[src/rtl/uart_tx_cfg_if.sv]
// Character-level bus between a TX FIFO or bus wrapper and the configurable UART transmitter.
// The baud-rate enable travels with it so one bundle carries everything the transmitter consumes.
interface uart_tx_cfg_if #(
  parameter int DBIT_MAX = 8
);
  logic                s_tick;
  logic                tx_start;
  logic [DBIT_MAX-1:0] din;
  logic [1:0]          data_bits;
  logic [1:0]          parity_mode;
  logic                stop_bits;
  logic                tx_ready;
  logic                tx_done_tick;
  logic                tx;

  modport master (
    output s_tick, tx_start, din, data_bits, parity_mode, stop_bits,
    input  tx_ready, tx_done_tick, tx
  );

  modport slave (
    input  s_tick, tx_start, din, data_bits, parity_mode, stop_bits,
    output tx_ready, tx_done_tick, tx
  );
endinterface

[src/rtl/uart_tx_cfg.sv]
// Runtime-configurable UART transmitter: 5-8 data bits, none/even/odd parity, 1 or 2 stop bits.
// Frame settings are latched on accept, so the caller may change them while a frame is in flight.
module uart_tx_cfg #(
  parameter int DBIT_MAX   = 8,
  parameter int OVERSAMPLE = 16
) (
  input  logic         clk,
  input  logic         reset,
  uart_tx_cfg_if.slave bus
);
  localparam int TW = $clog2(2 * OVERSAMPLE);
  localparam int BW = (DBIT_MAX > 2) ? $clog2(DBIT_MAX) : 1;
  localparam logic [TW-1:0] TICK_BIT  = TW'(OVERSAMPLE - 1);
  localparam logic [TW-1:0] TICK_STOP2 = TW'(2 * OVERSAMPLE - 1);

  typedef enum logic [2:0] {IDLE, START, DATA, PARITY, STOP} state_t;

  state_t              state_q, state_d;
  logic [TW-1:0]       tick_q, tick_d;
  logic [BW-1:0]       bit_q, bit_d;
  logic [DBIT_MAX-1:0] shift_q, shift_d;
  logic [1:0]          nbits_q, nbits_d;
  logic [1:0]          pmode_q, pmode_d;
  logic                stop_q, stop_d;
  logic                par_q, par_d;
  logic                tx_q, tx_d;
  logic                done;

  logic [DBIT_MAX-1:0] shifted;
  logic                par_next;
  logic                par_en;
  logic [BW-1:0]       bit_last;
  logic [TW-1:0]       stop_end;

  always_comb begin
    shifted  = shift_q >> 1;
    par_next = par_q ^ shift_q[0];
    par_en   = (pmode_q == 2'b01) || (pmode_q == 2'b10);
    bit_last = BW'(nbits_q) + BW'(4);
    stop_end = stop_q ? TICK_STOP2 : TICK_BIT;
  end

  always_ff @(posedge clk) begin
    if (reset) begin
      state_q <= IDLE;
      tick_q  <= '0;
      bit_q   <= '0;
      shift_q <= '0;
      nbits_q <= '0;
      pmode_q <= '0;
      stop_q  <= 1'b0;
      par_q   <= 1'b0;
      tx_q    <= 1'b1;
    end else begin
      state_q <= state_d;
      tick_q  <= tick_d;
      bit_q   <= bit_d;
      shift_q <= shift_d;
      nbits_q <= nbits_d;
      pmode_q <= pmode_d;
      stop_q  <= stop_d;
      par_q   <= par_d;
      tx_q    <= tx_d;
    end
  end

  // tx_d is computed on each state transition so the line changes on the same edge as the state.
  always_comb begin
    state_d = state_q;
    tick_d  = tick_q;
    bit_d   = bit_q;
    shift_d = shift_q;
    nbits_d = nbits_q;
    pmode_d = pmode_q;
    stop_d  = stop_q;
    par_d   = par_q;
    tx_d    = tx_q;
    done    = 1'b0;
    case (state_q)
      IDLE: begin
        if (bus.tx_start) begin
          shift_d = bus.din;
          nbits_d = bus.data_bits;
          pmode_d = bus.parity_mode;
          stop_d  = bus.stop_bits;
          tick_d  = '0;
          bit_d   = '0;
          par_d   = 1'b0;
          tx_d    = 1'b0;
          state_d = START;
        end
      end
      START: begin
        if (bus.s_tick) begin
          if (tick_q == TICK_BIT) begin
            tick_d  = '0;
            bit_d   = '0;
            tx_d    = shift_q[0];
            state_d = DATA;
          end else begin
            tick_d = tick_q + 1'b1;
          end
        end
      end
      DATA: begin
        if (bus.s_tick) begin
          if (tick_q == TICK_BIT) begin
            tick_d  = '0;
            shift_d = shifted;
            par_d   = par_next;
            if (bit_q == bit_last) begin
              if (par_en) begin
                tx_d    = (pmode_q == 2'b10) ? ~par_next : par_next;
                state_d = PARITY;
              end else begin
                tx_d    = 1'b1;
                state_d = STOP;
              end
            end else begin
              bit_d = bit_q + 1'b1;
              tx_d  = shifted[0];
            end
          end else begin
            tick_d = tick_q + 1'b1;
          end
        end
      end
      PARITY: begin
        if (bus.s_tick) begin
          if (tick_q == TICK_BIT) begin
            tick_d  = '0;
            tx_d    = 1'b1;
            state_d = STOP;
          end else begin
            tick_d = tick_q + 1'b1;
          end
        end
      end
      STOP: begin
        if (bus.s_tick) begin
          if (tick_q == stop_end) begin
            tick_d  = '0;
            done    = 1'b1;
            state_d = IDLE;
          end else begin
            tick_d = tick_q + 1'b1;
          end
        end
      end
      default: state_d = IDLE;
    endcase
  end

  assign bus.tx           = tx_q;
  assign bus.tx_ready     = (state_q == IDLE);
  assign bus.tx_done_tick = done;
endmodule

[src/flat_wrapper.sv]
// flat-port wrapper written by rule: the top's interface ports become plain ports
module uart_tx_cfg_flat 
#(
  parameter int DBIT_MAX   = 8,
  parameter int OVERSAMPLE = 16
)
  (clk, reset, bus_s_tick, bus_tx_start, bus_din, bus_data_bits, bus_parity_mode, bus_stop_bits, bus_tx_ready, bus_tx_done_tick, bus_tx);
  uart_tx_cfg_if #(.DBIT_MAX(DBIT_MAX)) bus_i ();
  input  logic clk;
  input  logic reset;
  input wire logic [$bits(bus_i.s_tick)-1:0] bus_s_tick;
  input wire logic [$bits(bus_i.tx_start)-1:0] bus_tx_start;
  input wire logic [$bits(bus_i.din)-1:0] bus_din;
  input wire logic [$bits(bus_i.data_bits)-1:0] bus_data_bits;
  input wire logic [$bits(bus_i.parity_mode)-1:0] bus_parity_mode;
  input wire logic [$bits(bus_i.stop_bits)-1:0] bus_stop_bits;
  output wire logic [$bits(bus_i.tx_ready)-1:0] bus_tx_ready;
  output wire logic [$bits(bus_i.tx_done_tick)-1:0] bus_tx_done_tick;
  output wire logic [$bits(bus_i.tx)-1:0] bus_tx;
  assign bus_i.s_tick = bus_s_tick;
  assign bus_i.tx_start = bus_tx_start;
  assign bus_i.din = bus_din;
  assign bus_i.data_bits = bus_data_bits;
  assign bus_i.parity_mode = bus_parity_mode;
  assign bus_i.stop_bits = bus_stop_bits;
  assign bus_tx_ready = bus_i.tx_ready;
  assign bus_tx_done_tick = bus_i.tx_done_tick;
  assign bus_tx = bus_i.tx;
  uart_tx_cfg #(.DBIT_MAX(DBIT_MAX), .OVERSAMPLE(OVERSAMPLE)) u_core (.clk(clk), .reset(reset), .bus(bus_i));
endmodule
[config.mk]
export PLATFORM = sky130hd
export DESIGN_NAME = uart_tx_cfg_flat
export DESIGN_NICKNAME = d
export VERILOG_FILES = /design/src/rtl/uart_tx_cfg_if.sv /design/src/rtl/uart_tx_cfg.sv /design/src/flat_wrapper.sv
export SDC_FILE = /design/constraint.sdc
export NUM_CORES = 1
export LEC_CHECK = 0
export ABC_AREA = 1
export BUFFER_PORTS_ARGS = -buffer_cell sky130_fd_sc_hd__clkbuf_2
export CORE_ASPECT_RATIO = 2
export CORE_MARGIN = 5
export CORE_UTILIZATION = 50
export CTS_BUF_LIST = sky130_fd_sc_hd__clkbuf_2 sky130_fd_sc_hd__clkbuf_4 sky130_fd_sc_hd__clkbuf_8
export CTS_CLUSTER_DIAMETER = 60
export CTS_CLUSTER_SIZE = 28
export DETAILED_ROUTE_END_ITERATION = 8
export PLACE_DENSITY = 0.75
export SLEW_MARGIN = 20
export SYNTH_ARGS = -nofsm -noshare
export SYNTH_HDL_FRONTEND = slang
export SYNTH_SLANG_ARGS = --single-unit
[constraint.sdc]
create_clock -name clk -period 2.1 [get_ports clk]
set_input_delay 0.105 -clock clk [delete_from_list [all_inputs] [get_ports clk]]
set_output_delay 0.105 -clock clk [all_outputs]
set_load 0.01 [all_outputs]
; Word level (Yosys, flattened, before mapping)
; Index checks and enable logic that the tools add are counted.
[totals]
elab_cells = 95
input_bits = 17
out_inout_bits = 3
reg_bits = 26
[op_classes]
add_sub_neg = 3
eq_ne = 21
n_bitwise = 2
n_reduce_logical = 13
n_mux = 47
[op_table]
columns = operator, n
row1 = 3-bit 2-to-1 mux, 17
row2 = 5-bit 2-to-1 mux, 6
row3 = 8-bit 2-to-1 mux, 3
row4 = 8-bit case mux with 2 select lines, 1
row5 = 1-bit 2-to-1 mux, 15
row6 = 3-bit case mux with 5 select lines, 1
row7 = 5-bit case mux with 3 select lines, 1
row8 = "2-bit by 1-bit != test with 1-bit output, second input constant", 6
row9 = "2-bit != test, second input constant", 6
row10 = 10-bit AND reduction, 1
row11 = 3-bit case mux with 3 select lines, 1
row12 = 4-bit AND reduction, 2
row13 = 8-bit AND reduction, 1
row14 = 7-bit AND reduction, 1
row15 = "3-bit by 2-bit == test with 1-bit output, second input constant", 2
row16 = 3-bit nonzero test, 2
row17 = "5-bit by 1-bit adder with 5-bit output, second input constant", 1
row18 = "5-bit by 4-bit == test with 1-bit output, second input constant", 1
row19 = 5-bit == test, 1
row20 = 1-bit case mux with 4 select lines, 1
row21 = 4-bit nonzero test, 1
row22 = "2-bit by 3-bit adder with 3-bit output, second input constant", 1
row23 = "3-bit by 1-bit adder with 3-bit output, second input constant", 1
row24 = "3-bit by 1-bit == test with 1-bit output, second input constant", 1
row25 = other kinds (12), 12

; Depth between registers and ports, before layout
[depth]
depth_word = 8
depth_mapped = 13
ltp_nobuf = 13

; Least setup slack after synthesis
; Ideal clock, no wire load.
[synth_timing]
path_kind = flip-flop to flip-flop
from = register u_core.tick_q[0]
to = register u_core.tx_q, in the netlist u_core.bus.tx
setup_slack_ps = 386
path_stages_with_launch = 12
period_less_slack_ps = 1714
path_buffers = 0
setup_time_ps = 131
arrival_ps = 1583
path_cell_list = dfxtp_1 > ha_1 > nand2_1 > nor2_2 > ha_1 > inv_1 > nand3_1 > nand2_2 > nor2_8 > nand2_1 > o21ai_0 > nand3_1
[synth_between]
elab_chain_cells = 3
word_cells_on_any_way = 5
[synth_rtl]
columns = element, line
row1 = from (decl), uart_tx_cfg.sv:19  ; logic [TW-1:0] tick_q, tick_d;
row2 = from (signal assigned), uart_tx_cfg.sv:56  ; tick_q <= tick_d;
row3 = 5-bit by 4-bit == test with 1-bit output *, "uart_tx_cfg.sv:95, uart_tx_cfg.sv:107, uart_tx_cfg.sv:130"
row4 = 2-bit by 1-bit != test with 1-bit output (no line), n/a
row5 = 8-bit AND reduction (no line) *, n/a
row6 = to (signal assigned), uart_tx_cfg.sv:63  ; tx_q <= tx_d;
row7 = to (decl), uart_tx_cfg.sv:26  ; logic tx_q, tx_d;
; Mark *: on every way between the ends. The rest lies on a longest branch, timed or not.
; A chain may end at the register's enable or synchronous reset.

; Worst setup path in the final report
[layout_timing]
from = register u_core.tick_q[1]
to = register u_core.tx_q, in the netlist u_core.bus.tx
; Same word-level chain as after synthesis.

==> flow_summary_export.csv <==
group,metric,value,unit
run_status,status,"completed",
final_layout,final_cell_mix,"58 x nand2_1, 26 x dfxtp_1, 23 x inv_1, 23 x nor2_1, 20 x a21oi_1",
placed_design,hpwl,3070,µm
sta,period_share,0.8613,
clock_tree,clk_path_buf_depth,2,
routing,vias,1608,
yosys,avgSynthCellArea,7.114,µm²
final_layout,synthToLayoutAreaGrowth,9.666,%
sta,final-setup-viol-count,0,
sta,slew_viol_final,0,
yosys,synth_top_family_by_area,"simple AND/OR/NAND/NOR gates",
sta,hold_viol_final,0,
sta,max_clock_freq,0.5529,GHz
clock_tree,cts.sinks,26,
yosys,synth-compound-area-share,0.1410,
critical_path,cp_max_fo,5,
die,num_rows,30,
clock_tree,ctsRootBufferMaster,"clkbuf_8",
routing,routed_wl,3896,µm
critical_path,critPathBufInv,1,
sta,setup_tns,0,ns
clock_tree,clk_latency,0.28,ns
routing,avgRoutedWirePerCell,13.34,µm
clock_tree,clkTransAtPathRegs,0.09,ns
worst_hold_path,hold_path.class,"in2reg",
critical_path,slowest_delay,0.36,ns
sta,fin_ws,0.2913,ns
job,cap_viol_max_count,0,
pwr,ir_worst_vdd,724.0,µV
critical_path,path_class,"reg2reg",
yosys,muxShareOfSynthArea,0,
yosys,seq_area_frac_synth,0.3023,
final_layout,drive_gt1_frac,0.2308,
yosys,ys.flop_type,"dfxtp_1",
die,die_h,92.99,µm
routing,drtAntennaViolNets,0,
yosys,yosys.area_share.adder,0.03634,
yosys,synth_area,0.001722,mm²
routing,first_pass_iters,4,
routing,dr.first_iter.drc_count,47,
sta,fin_crit,1.809,ns
critical_path,crit_path_start_kind,"flip-flop",
final_layout,diodes,0,
yosys,async_flop_share,0,
global_route,antenna_found_initial,0,
final_layout,nFillCells,343,
pwr,power.density,1461,mW/mm²
placed_design,dp_slack,0.1972,ns
critical_path,setup.worst_path.end_class,"flip-flop",
die,dieArea,0.004788,mm²
critical_path,cp.arrival,1.96,ns
sta,slew_headroom,0.6414,
sta,skew,0.002078,ns
yosys,synthXorXnorAreaFrac,0.02035,
routing,via_per_inst,5.507,
sta,worst_pin_slew,0.5373,ns
global_route,grt_util_all_layers,0.1850,
die,core_region_area,0.003378,mm²
yosys,syn_inst,242,
placed_design,finalWeightedCongestion,0.8400,
sta,rsz0062_at_grt,"false",
routing,drc,0,
yosys,syn-num-nets,264,
global_route,grt-ovfl-total,0,
clock_tree,cts_tree,"done",
pwr,p_leak,0.0008450,µW
final_layout,regArea,520.5,µm²
die,io_pins,20,
clock_tree,htreeDepth,1,
global_route,grt_pass1_wl,6782,µm
yosys,synth_edf_count,0,
global_route,grt_pass1_vias,1579,
die,fp.dieW,51.49,µm
critical_path,worstPathCellList,"ha_1 > nand2_1 > nor2_4 > ha_4 > inv_1 > nand3_1 > nand2_2 > nor2_8 > nand2_1 > o21ai_0 > nand3_1",
critical_path,crit_slowest_cell,"dfxtp_1",
global_route,grt_start_max_net_pins,18,
clock_tree,cts-buffers-inserted,3,
final_layout,nets,283,
placed_design,io_buffers,19,
yosys,synth.distinct_cells,34,
critical_path,crit_family,"simple AND/OR/NAND/NOR gates",
final_layout,multi_input_area,0.001051,mm²
clock_tree,postCtsHoldBufs,0,
die,start_util,0.5096,
yosys,synth_seq_cells,26,
final_layout,final_common_cell,"nand2_1",
critical_path,worstPathRequired,2.25,ns
yosys,synth_simple_gate_area_frac,0.4026,
yosys,ys_warn_count,0,
registers in the layout, indices dropped and copies added, names as in the netlist:
name            flops
u_core.nbits_q      2
u_core.shift_q      8
u_core.tick_q       5
u_core.par_q        1
u_core.bit_q        3
u_core.pmode_q      2
u_core.stop_q       1
u_core.state_q      3
u_core.bus.tx       1
worst min-delay path, stage by stage:
cell	delay [ns]
clkbuf_2	0.08
nand3_1	0.09
a21oi_2	0.05
per-layer routing:
metal / up-vias / GRT usage / routed length [µm]
met4: 0 / 0.1116 / 163
li1: 810 / - / -
met3: 13 / 0.02392 / 180
met5: - / 0 / 0
met1: 745 / 0.1849 / 1411
met2: 40 / 0.3436 / 2140
metrics by stage:
| step | util | instance area [µm²] | hold slack (ns) | power [µW] | cells |
|---|---|---|---|---|---|
| floorplan | - | 1722 | 0.2694 | 2167 | 242 |
| global placement | 0.5374 | 1815 | 0.3754 | 2412 | 288 |
| detailed placement | 0.5374 | 1815 | 0.3737 | 2444 | 288 |
| CTS | 0.5537 | 1871 | 0.06951 | 2788 | 292 |
| global route | 0.5589 | 1888 | 0.07319 | 3028 | 292 |
| finish | 0.5589 | 1888 | 0.07405 | 2759 | 292 |
logic make-up (layout without fill, tap and decap cells):
group / Yosys count / after routing
fa+ha+maj: 5 / 5
buf+inv: 35 / 53
xor+xnor: 4 / 4
flops: 26 / 26
simple gates: 129 / 129
compound gates: 43 / 43
cells in the mapped netlist (2+ instances only):
cell type / number / area, µm²
dfxtp_1: 26 / 520.5
nand2_2: 6 / 37.54
nor2_2: 6 / 37.54
xnor2_1: 2 / 17.52
o21ai_0: 15 / 75.07
ha_1: 5 / 62.56
inv_4: 2 / 12.51
a21oi_2: 2 / 17.52
a21oi_1: 20 / 100.1
nand4_1: 2 / 12.51
inv_2: 3 / 11.26
nor3_1: 2 / 10.01
nand3_1: 19 / 95.09
xor2_1: 2 / 17.52
inv_1: 23 / 86.33
clkbuf_1: 2 / 7.510
nand2_4: 3 / 33.78
nor2_1: 23 / 86.33
nor2_4: 2 / 22.52
o21ai_1: 2 / 10.01
nand2_1: 58 / 217.7
nor2_8: 3 / 60.06
buf_6: 3 / 33.78
where the power goes:
part           internal (µW)  switching [µW]
Clock                    168             164
Sequential               655             149
Combinational            558            1060
final cells by class:
class | instances | area share
multi-input combinational | 181 | 0.5567
sequential | 26 | 0.2757
inverter | 29 | 0.06296
timing repair buffer | 20 | 0.05434
clock buffer | 4 | 0.02916
tap | 32 | 0.02121
repair_timing:
item,4_1_cts,5_1_grt
resized for setup,0,3
setup buffers,0,0
endpoints found under the setup margin,0,6
worst paths after layout:
path	from	to	slack, ns	cells past startpoint
min	bus_din[7]	u_core.shift_q[7]$_SDFFE_PP0P_	0.07	3
min reg2reg	u_core.shift_q[3]$_SDFFE_PP0P_	u_core.shift_q[3]$_SDFFE_PP0P_	0.46	2
max	u_core.tick_q[1]$_SDFFE_PP0P_	u_core.bus.tx$_SDFFE_PP1P_	0.29	11
max reg2reg	u_core.tick_q[1]$_SDFFE_PP0P_	u_core.bus.tx$_SDFFE_PP1P_	0.29	11
Note: power is estimated with default switching activity, not from simulation.
